### config.mk
export PLATFORM = sky130hd
export DESIGN_NAME = load_store_unit_mips_flat
export DESIGN_NICKNAME = d
export VERILOG_FILES = /design/src/rtl/load_store_unit_mips_if.sv /design/src/rtl/load_store_unit_mips.sv /design/src/flat_wrapper.sv
export SDC_FILE = /design/constraint.sdc
export NUM_CORES = 1
export LEC_CHECK = 0
export CAP_MARGIN = 30
export CORE_ASPECT_RATIO = 0.8
export CORE_MARGIN = 2
export CORE_UTILIZATION = 55
export CTS_BUF_LIST = sky130_fd_sc_hd__clkbuf_4 sky130_fd_sc_hd__clkbuf_8 sky130_fd_sc_hd__clkbuf_16
export CTS_CLUSTER_DIAMETER = 150
export DETAILED_ROUTE_END_ITERATION = 16
export DONT_BUFFER_PORTS = 1
export HOLD_SLACK_MARGIN = 0.02
export PLACE_DENSITY = 0.73
export SYNTH_ARGS = -nofsm -noshare
export SYNTH_HDL_FRONTEND = slang
export SYNTH_SLANG_ARGS = --single-unit
### constraint.sdc
create_clock -name in_clk -period 1.7 [get_ports in_clk]
set_input_delay 0.34 -clock in_clk [delete_from_list [all_inputs] [get_ports in_clk]]
set_output_delay 0.34 -clock in_clk [all_outputs]
set_load 0.005 [all_outputs]
### src/rtl/load_store_unit_mips_if.sv
// Datapath/memory-side bus of the MIPS load/store unit.
// master: datapath and memory model; slave: the LSU.
interface load_store_unit_mips_if #(
    parameter int unsigned n_bit = 31
);
    logic             in_req;
    logic [3:0]       in_op;
    logic [n_bit:0]   in_addr;
    logic [n_bit:0]   in_wdata;
    logic [n_bit:0]   out_rdata;
    logic             out_busy;
    logic             out_done;
    logic             out_error;
    logic             out_mem_we;
    logic [n_bit:0]   out_mem_addr;
    logic [n_bit:0]   out_mem_wdata;
    logic [n_bit:0]   in_mem_rdata;

    modport master (
        output in_req, in_op, in_addr, in_wdata, in_mem_rdata,
        input  out_rdata, out_busy, out_done, out_error,
               out_mem_we, out_mem_addr, out_mem_wdata
    );

    modport slave (
        input  in_req, in_op, in_addr, in_wdata, in_mem_rdata,
        output out_rdata, out_busy, out_done, out_error,
               out_mem_we, out_mem_addr, out_mem_wdata
    );
endinterface

### src/rtl/load_store_unit_mips.sv
// Multi-cycle MIPS load/store unit with alignment check and read-modify-write sub-word stores.
// Define LSU_BIG_ENDIAN_EN for big-endian lane mapping; little-endian otherwise.
module load_store_unit_mips #(
    parameter int unsigned n_bit = 31
) (
    input logic                   in_clk,
    input logic                   in_reset,
    load_store_unit_mips_if.slave lsu
);
    localparam int unsigned DW = n_bit + 1;

    localparam logic [1:0] SZ_B = 2'b00;
    localparam logic [1:0] SZ_H = 2'b01;

    typedef enum logic [1:0] {
        S_IDLE  = 2'b00,
        S_READ  = 2'b01,
        S_WRITE = 2'b10,
        S_DONE  = 2'b11
    } state_e;

    state_e          state_q, state_d;
    logic [3:0]      op_q, op_d;
    logic [DW-1:0]   addr_q, addr_d;
    logic [DW-1:0]   st_data_q, st_data_d;
    logic [DW-1:0]   rdata_q, rdata_d;
    logic            busy_q, busy_d;
    logic            done_q, done_d;
    logic            error_q, error_d;
    logic            mem_we_q, mem_we_d;
    logic [DW-1:0]   mem_addr_q, mem_addr_d;
    logic [DW-1:0]   mem_wdata_q, mem_wdata_d;

    // Illegal opcode or address misaligned for the access size.
    function automatic logic op_illegal(input logic [3:0] op, input logic [1:0] a);
        case (op)
            4'b0000, 4'b0100, 4'b1000: op_illegal = 1'b0;
            4'b0001, 4'b0101, 4'b1001: op_illegal = a[0];
            4'b0010, 4'b1010:          op_illegal = |a;
            default:                   op_illegal = 1'b1;
        endcase
    endfunction

    // Bit offset of the selected byte/halfword lane within the word.
    function automatic logic [4:0] lane_shift(input logic [1:0] size, input logic [1:0] a);
`ifdef LSU_BIG_ENDIAN_EN
        lane_shift = (size == SZ_B) ? {~a, 3'b000} : {~a[1], 4'b0000};
`else
        lane_shift = (size == SZ_B) ? {a, 3'b000} : {a[1], 4'b0000};
`endif
    endfunction

    function automatic logic [DW-1:0] load_extend(input logic [3:0] op,
                                                  input logic [DW-1:0] word,
                                                  input logic [1:0] a);
        logic [DW-1:0] shifted;
        logic [7:0]    b;
        logic [15:0]   h;
        shifted = word >> lane_shift(op[1:0], a);
        b       = shifted[7:0];
        h       = shifted[15:0];
        case (op[1:0])
            SZ_B:    load_extend = {{(DW-8){b[7] & ~op[2]}}, b};
            SZ_H:    load_extend = {{(DW-16){h[15] & ~op[2]}}, h};
            default: load_extend = word;
        endcase
    endfunction

    function automatic logic [DW-1:0] store_merge(input logic [1:0] size,
                                                  input logic [DW-1:0] word,
                                                  input logic [DW-1:0] data,
                                                  input logic [1:0] a);
        logic [DW-1:0] mask;
        logic [4:0]    sh;
        mask        = (size == SZ_B) ? DW'(8'hFF) : DW'(16'hFFFF);
        sh          = lane_shift(size, a);
        store_merge = (word & ~(mask << sh)) | ((data & mask) << sh);
    endfunction

    always_ff @(posedge in_clk) begin
        if (in_reset) begin
            state_q     <= S_IDLE;
            op_q        <= 4'b0000;
            addr_q      <= '0;
            st_data_q   <= '0;
            rdata_q     <= '0;
            busy_q      <= 1'b0;
            done_q      <= 1'b0;
            error_q     <= 1'b0;
            mem_we_q    <= 1'b0;
            mem_addr_q  <= '0;
            mem_wdata_q <= '0;
        end else begin
            state_q     <= state_d;
            op_q        <= op_d;
            addr_q      <= addr_d;
            st_data_q   <= st_data_d;
            rdata_q     <= rdata_d;
            busy_q      <= busy_d;
            done_q      <= done_d;
            error_q     <= error_d;
            mem_we_q    <= mem_we_d;
            mem_addr_q  <= mem_addr_d;
            mem_wdata_q <= mem_wdata_d;
        end
    end

    // Next state; every output register is loaded with its value for the next state.
    always_comb begin
        state_d     = state_q;
        op_d        = op_q;
        addr_d      = addr_q;
        st_data_d   = st_data_q;
        rdata_d     = rdata_q;
        error_d     = 1'b0;
        mem_wdata_d = '0;

        case (state_q)
            S_IDLE: begin
                if (lsu.in_req) begin
                    op_d      = lsu.in_op;
                    addr_d    = lsu.in_addr;
                    st_data_d = lsu.in_wdata;
                    if (op_illegal(lsu.in_op, lsu.in_addr[1:0])) begin
                        state_d = S_DONE;
                        error_d = 1'b1;
                    end else if (lsu.in_op == 4'b1010) begin
                        state_d     = S_WRITE;
                        mem_wdata_d = lsu.in_wdata;
                    end else begin
                        state_d = S_READ;
                    end
                end
            end
            S_READ: begin
                if (op_q[3]) begin
                    state_d     = S_WRITE;
                    mem_wdata_d = store_merge(op_q[1:0], lsu.in_mem_rdata, st_data_q, addr_q[1:0]);
                end else begin
                    state_d = S_DONE;
                    rdata_d = load_extend(op_q, lsu.in_mem_rdata, addr_q[1:0]);
                end
            end
            S_WRITE: state_d = S_DONE;
            S_DONE:  state_d = S_IDLE;
            default: state_d = S_IDLE;
        endcase

        busy_d     = (state_d != S_IDLE);
        done_d     = (state_d == S_DONE);
        mem_we_d   = (state_d == S_WRITE);
        mem_addr_d = (state_d == S_IDLE) ? '0 : {2'b00, addr_d[DW-1:2]};
    end

    assign lsu.out_rdata     = rdata_q;
    assign lsu.out_busy      = busy_q;
    assign lsu.out_done      = done_q;
    assign lsu.out_error     = error_q;
    assign lsu.out_mem_we    = mem_we_q;
    assign lsu.out_mem_addr  = mem_addr_q;
    assign lsu.out_mem_wdata = mem_wdata_q;
endmodule
### src/flat_wrapper.sv
// flat-port wrapper written by rule: the top's interface ports become plain ports
module load_store_unit_mips_flat 
#(
    parameter int unsigned n_bit = 31
)
  (in_clk, in_reset, lsu_in_req, lsu_in_op, lsu_in_addr, lsu_in_wdata, lsu_in_mem_rdata, lsu_out_rdata, lsu_out_busy, lsu_out_done, lsu_out_error, lsu_out_mem_we, lsu_out_mem_addr, lsu_out_mem_wdata);
  load_store_unit_mips_if #(.n_bit(n_bit)) lsu_i ();
  input logic in_clk;
  input logic in_reset;
  input wire logic [$bits(lsu_i.in_req)-1:0] lsu_in_req;
  input wire logic [$bits(lsu_i.in_op)-1:0] lsu_in_op;
  input wire logic [$bits(lsu_i.in_addr)-1:0] lsu_in_addr;
  input wire logic [$bits(lsu_i.in_wdata)-1:0] lsu_in_wdata;
  input wire logic [$bits(lsu_i.in_mem_rdata)-1:0] lsu_in_mem_rdata;
  output wire logic [$bits(lsu_i.out_rdata)-1:0] lsu_out_rdata;
  output wire logic [$bits(lsu_i.out_busy)-1:0] lsu_out_busy;
  output wire logic [$bits(lsu_i.out_done)-1:0] lsu_out_done;
  output wire logic [$bits(lsu_i.out_error)-1:0] lsu_out_error;
  output wire logic [$bits(lsu_i.out_mem_we)-1:0] lsu_out_mem_we;
  output wire logic [$bits(lsu_i.out_mem_addr)-1:0] lsu_out_mem_addr;
  output wire logic [$bits(lsu_i.out_mem_wdata)-1:0] lsu_out_mem_wdata;
  assign lsu_i.in_req = lsu_in_req;
  assign lsu_i.in_op = lsu_in_op;
  assign lsu_i.in_addr = lsu_in_addr;
  assign lsu_i.in_wdata = lsu_in_wdata;
  assign lsu_i.in_mem_rdata = lsu_in_mem_rdata;
  assign lsu_out_rdata = lsu_i.out_rdata;
  assign lsu_out_busy = lsu_i.out_busy;
  assign lsu_out_done = lsu_i.out_done;
  assign lsu_out_error = lsu_i.out_error;
  assign lsu_out_mem_we = lsu_i.out_mem_we;
  assign lsu_out_mem_addr = lsu_i.out_mem_addr;
  assign lsu_out_mem_wdata = lsu_i.out_mem_wdata;
  load_store_unit_mips #(.n_bit(n_bit)) u_core (.in_clk(in_clk), .in_reset(in_reset), .lsu(lsu_i));
endmodule
==> flow_metrics.env <==
export IMPL_share_of_synthesized_registers_carrying_an_async_set_or_reset=0
export IMPL_overflow=0
export IMPL_drive_above_1_share=0.185
export IMPL_start_util=0.567
export IMPL_timing_critical_path_depth=7
export IMPL_finalSetupViolations=32
export IMPL_crit_chain="inv_4 -> ha_4 -> or4_4 -> a22oi_2 -> buf_6 -> buf_8 -> nor3_1"
export IMPL_worst_setup_path_start_kind="register"
export IMPL_max_freq_ghz=0.549
export IMPL_drt_iter0_drc=448
export IMPL_rows=34
export IMPL_timing_reg2reg_worst_path_depth=7
export IMPL_cts_reportedPaths_clkPinSlew_ns=0.06
export IMPL_synthesis_area_sq_mm=0.00618
export IMPL_class_of_the_most_critical_hold_timing_path="in2reg"
export IMPL_cts_made_buffers=17
export IMPL_core_area_sq_mm=0.0109
export IMPL_grt_first_pass_wirelength_um=26800
export IMPL_hold_path_depth=1
export IMPL_critical_path_buf_inv_count=3
export IMPL_h_tree_depth=4
export IMPL_status="complete, but fails checks"
export IMPL_synth_seq_area_share=0.492
export IMPL_cts_buffer_depth=2
export IMPL_die_height_um=98.8
export IMPL_tritoncts="yes"
export IMPL_post_route_drc_count=0
export IMPL_grt_setup_unrepaired="true"
export IMPL_drt_total_wl_um=18400
export IMPL_fin_crit_ns=1.82
export IMPL_num_fill_cells=865
export IMPL_dp_hpwl_um=12400
export IMPL_detailroute_via_count=5157
export IMPL_die_area_sq_mm=0.0121
export IMPL_setup_tns_final_ns=-3.38
export IMPL_placement_io_buffers=0
export IMPL_antenna_violating_nets_post_route=0
export IMPL_crit_path_end_kind="register"
export IMPL_grt_antenna_before_repair=0
export IMPL_fin_worst_skew_ns=0.0117
export IMPL_area_of_combinational_cells_with_multiple_inputs_sq_mm=0.00302
export IMPL_cp_slowest_cell="sky130_fd_sc_hd__or4_4"
export IMPL_max_vdd_ir_drop_mv=1.03
export IMPL_synth_top_flop_cell="sky130_fd_sc_hd__dfxtp_1"
export IMPL_crit_path_max_fanout=7
export IMPL_layout_core_utilization=0.680
export IMPL_worst_setup_path_type="reg2reg"
export IMPL_p_per_area_mw_per_mm2=1760
export IMPL_violations="negative hold slack, negative setup slack"
export IMPL_post_synth_cell_area_avg_sq_um=9.38
export IMPL_clock_latency_ns=0.42
export IMPL_all_layer_gr_usage=0.289
export IMPL_finish_instance_area_sq_mm=0.00740
export IMPL_ys_types=55
export IMPL_area_after_dpl_sq_mm=0.00641
export IMPL_clock_root_buffer="sky130_fd_sc_hd__clkbuf_16"
export IMPL_detail_route_wl_per_cell_um=22.1
export IMPL_arrival_ns=2.13
export IMPL_grt_max_degree=96
export IMPL_timing_final_hold_violations=4
export IMPL_syn_inst=659
export IMPL_nNetsFinal=781
export IMPL_maxCapViolations=0
export IMPL_area_growth_from_synthesis_to_layout_pct=19.8
export IMPL_final_setup_worst_slack_ns=-0.120
export IMPL_top_level_ports=203
export IMPL_ys_seq_elements=152
export IMPL_period_share=1.07
export IMPL_post_drt_via_cell_ratio=6.21
export IMPL_finalWeightedCongestion=0.957
export IMPL_grt_pass1_vias=4885
export IMPL_drt_first_pass_iters=5
export IMPL_regArea_sq_mm=0.00305
export IMPL_worst_ep_required_time_ns=2.01
export IMPL_numClockSinks=152
export IMPL_yosys_warnings=0
export IMPL_cp_slowest_stage_delay_ns=0.51
export IMPL_crit_family="simple AND/OR/NAND/NOR gates"
export IMPL_final_max_slew_viol_count=0
export IMPL_holdWs_ns=-0.00708
export IMPL_die_w_um=123
export IMPL_pre_cts_setup_slack_ns=-0.292
export IMPL_synth_enable_flop_cells=0
export IMPL_power_leakage_uw=0.00275
[cell usage in the layout (no fill, tap or decap), types with 10 or more instances in the layout]
| cell | Yosys | layout |
|---|---|---|
| sky130_fd_sc_hd__nand2_1 | 77 | 76 |
| sky130_fd_sc_hd__o21a_1 | 10 | 10 |
| sky130_fd_sc_hd__a21oi_1 | 24 | 24 |
| sky130_fd_sc_hd__a31oi_1 | 15 | 14 |
| sky130_fd_sc_hd__dfxtp_1 | 152 | 146 |
| sky130_fd_sc_hd__nor3_1 | 32 | 24 |
| sky130_fd_sc_hd__a211oi_1 | 12 | 10 |
| sky130_fd_sc_hd__o22ai_1 | 24 | 24 |
| sky130_fd_sc_hd__nor2_1 | 49 | 48 |
| sky130_fd_sc_hd__buf_4 | 4 | 29 |
| sky130_fd_sc_hd__clkbuf_16 | 0 | 19 |
| sky130_fd_sc_hd__mux2i_1 | 49 | 48 |
| sky130_fd_sc_hd__o21ai_0 | 35 | 35 |
[cell families after synthesis]
logic type / after synthesis / share of synthesized area
mux: 50 / 0.0812
flops: 152 / 0.492
simple gates: 207 / 0.163
other cells: 1 / 0.000607
buf+inv: 61 / 0.0494
fa+ha+maj: 3 / 0.00607
compound gates: 185 / 0.208
[cell type report]
class,count,share of cell area
Inverter,7,0.00439
Multi-Input combinational cell,448,0.408
Antenna cell,1,0.000338
Clock buffer,20,0.0613
Tap cell,144,0.0243
Sequential cell,152,0.412
Clock inverter,10,0.0166
Timing Repair Buffer,49,0.0727
[flip-flops by register name (all words and copies together) (netlist names)]
signal                    count
u_core.addr_q                32
u_core.lsu.out_mem_wdata     32
u_core.lsu.out_rdata         32
u_core.lsu.out_mem_addr      30
u_core.st_data_q             16
u_core.op_q                   4
u_core.state_q                2
u_core.lsu.out_busy           1
u_core.lsu.out_done           1
u_core.lsu.out_error          1
u_core.lsu.out_mem_we         1
[worst paths after layout]
path,from,end,slack [ns]
setup / recovery,u_core.state_q[0]$_SDFF_PP0_,u_core.lsu.out_mem_addr[24]$_SDFF_PP0_,-0.12
hold / removal,in_reset,u_core.addr_q[6]$_SDFF_PP0_,-0.007
setup reg to reg,u_core.state_q[0]$_SDFF_PP0_,u_core.lsu.out_mem_addr[24]$_SDFF_PP0_,-0.12
hold reg to reg,u_core.st_data_q[9]$_SDFFE_PP0P_,u_core.st_data_q[9]$_SDFFE_PP0P_,0.46
[report_power, final]
part | leakage (uW) | internal, uW | switching [uW]
combinational | 0.00123 | 1970 | 2430
clock | 0.000276 | 2220 | 1460
sequential | 0.00124 | 4390 | 570
total | 0.00275 | 8580 | 4460
[cells in the mapped netlist, drive strengths merged (2+ instances only)]
library cell / instances / area (sq um)
a211oi: 12 / 90.1
a21o: 7 / 52.6
a21oi: 29 / 164
a22oi: 2 / 20.0
a311oi: 7 / 61.3
a31oi: 17 / 119
a32o: 7 / 70.1
buf: 25 / 170
clkbuf: 29 / 109
dfxtp: 152 / 3040
ha: 3 / 37.5
inv: 6 / 22.5
mux2i: 49 / 490
nand2: 77 / 289
nand2b: 9 / 56.3
nor2: 52 / 203
nor2b: 9 / 56.3
nor3: 32 / 160
nor3b: 10 / 86.3
nor4: 3 / 18.8
nor4bb: 7 / 70.1
o211ai: 8 / 60.1
o21a: 10 / 75.1
o21ai: 39 / 210
o22ai: 24 / 150
o2bb2ai: 9 / 78.8
o31ai: 8 / 60.1
[stage by stage]
step                hold slack, ns  power (uW)  cells
detailed placement           0.423        8450    785
CTS                        -0.0235       12200    817
floorplan                    0.437        7630    660
finish                    -0.00708       13000    831
global placement             0.419        8310    785
global route               -0.0310       13700    830
[repair_timing]
| action | 4_1_cts | 5_1_grt |
|---|---|---|
| hold buffers | 1 | 2 |
| buffers inserted | 1 | 6 |
| endpoints found under the setup margin | 64 | 78 |
| gates resized for setup | 8 | 43 |
| pin swaps | 1 | 7 |
| gates cloned | 0 | 5 |
| hold endpoints to repair | 93 | 73 |
[layer usage]
layer / up-vias / part of all wire / track usage
met4: 0 / 0.018 / 0.0973
met2: 287 / 0.47 / 0.448
met3: 36 / 0.12 / 0.116
met5: - / 0 / 0
li1: 2403 / - / -
met1: 2431 / 0.40 / 0.367
(Power assumes the default switching activity.)
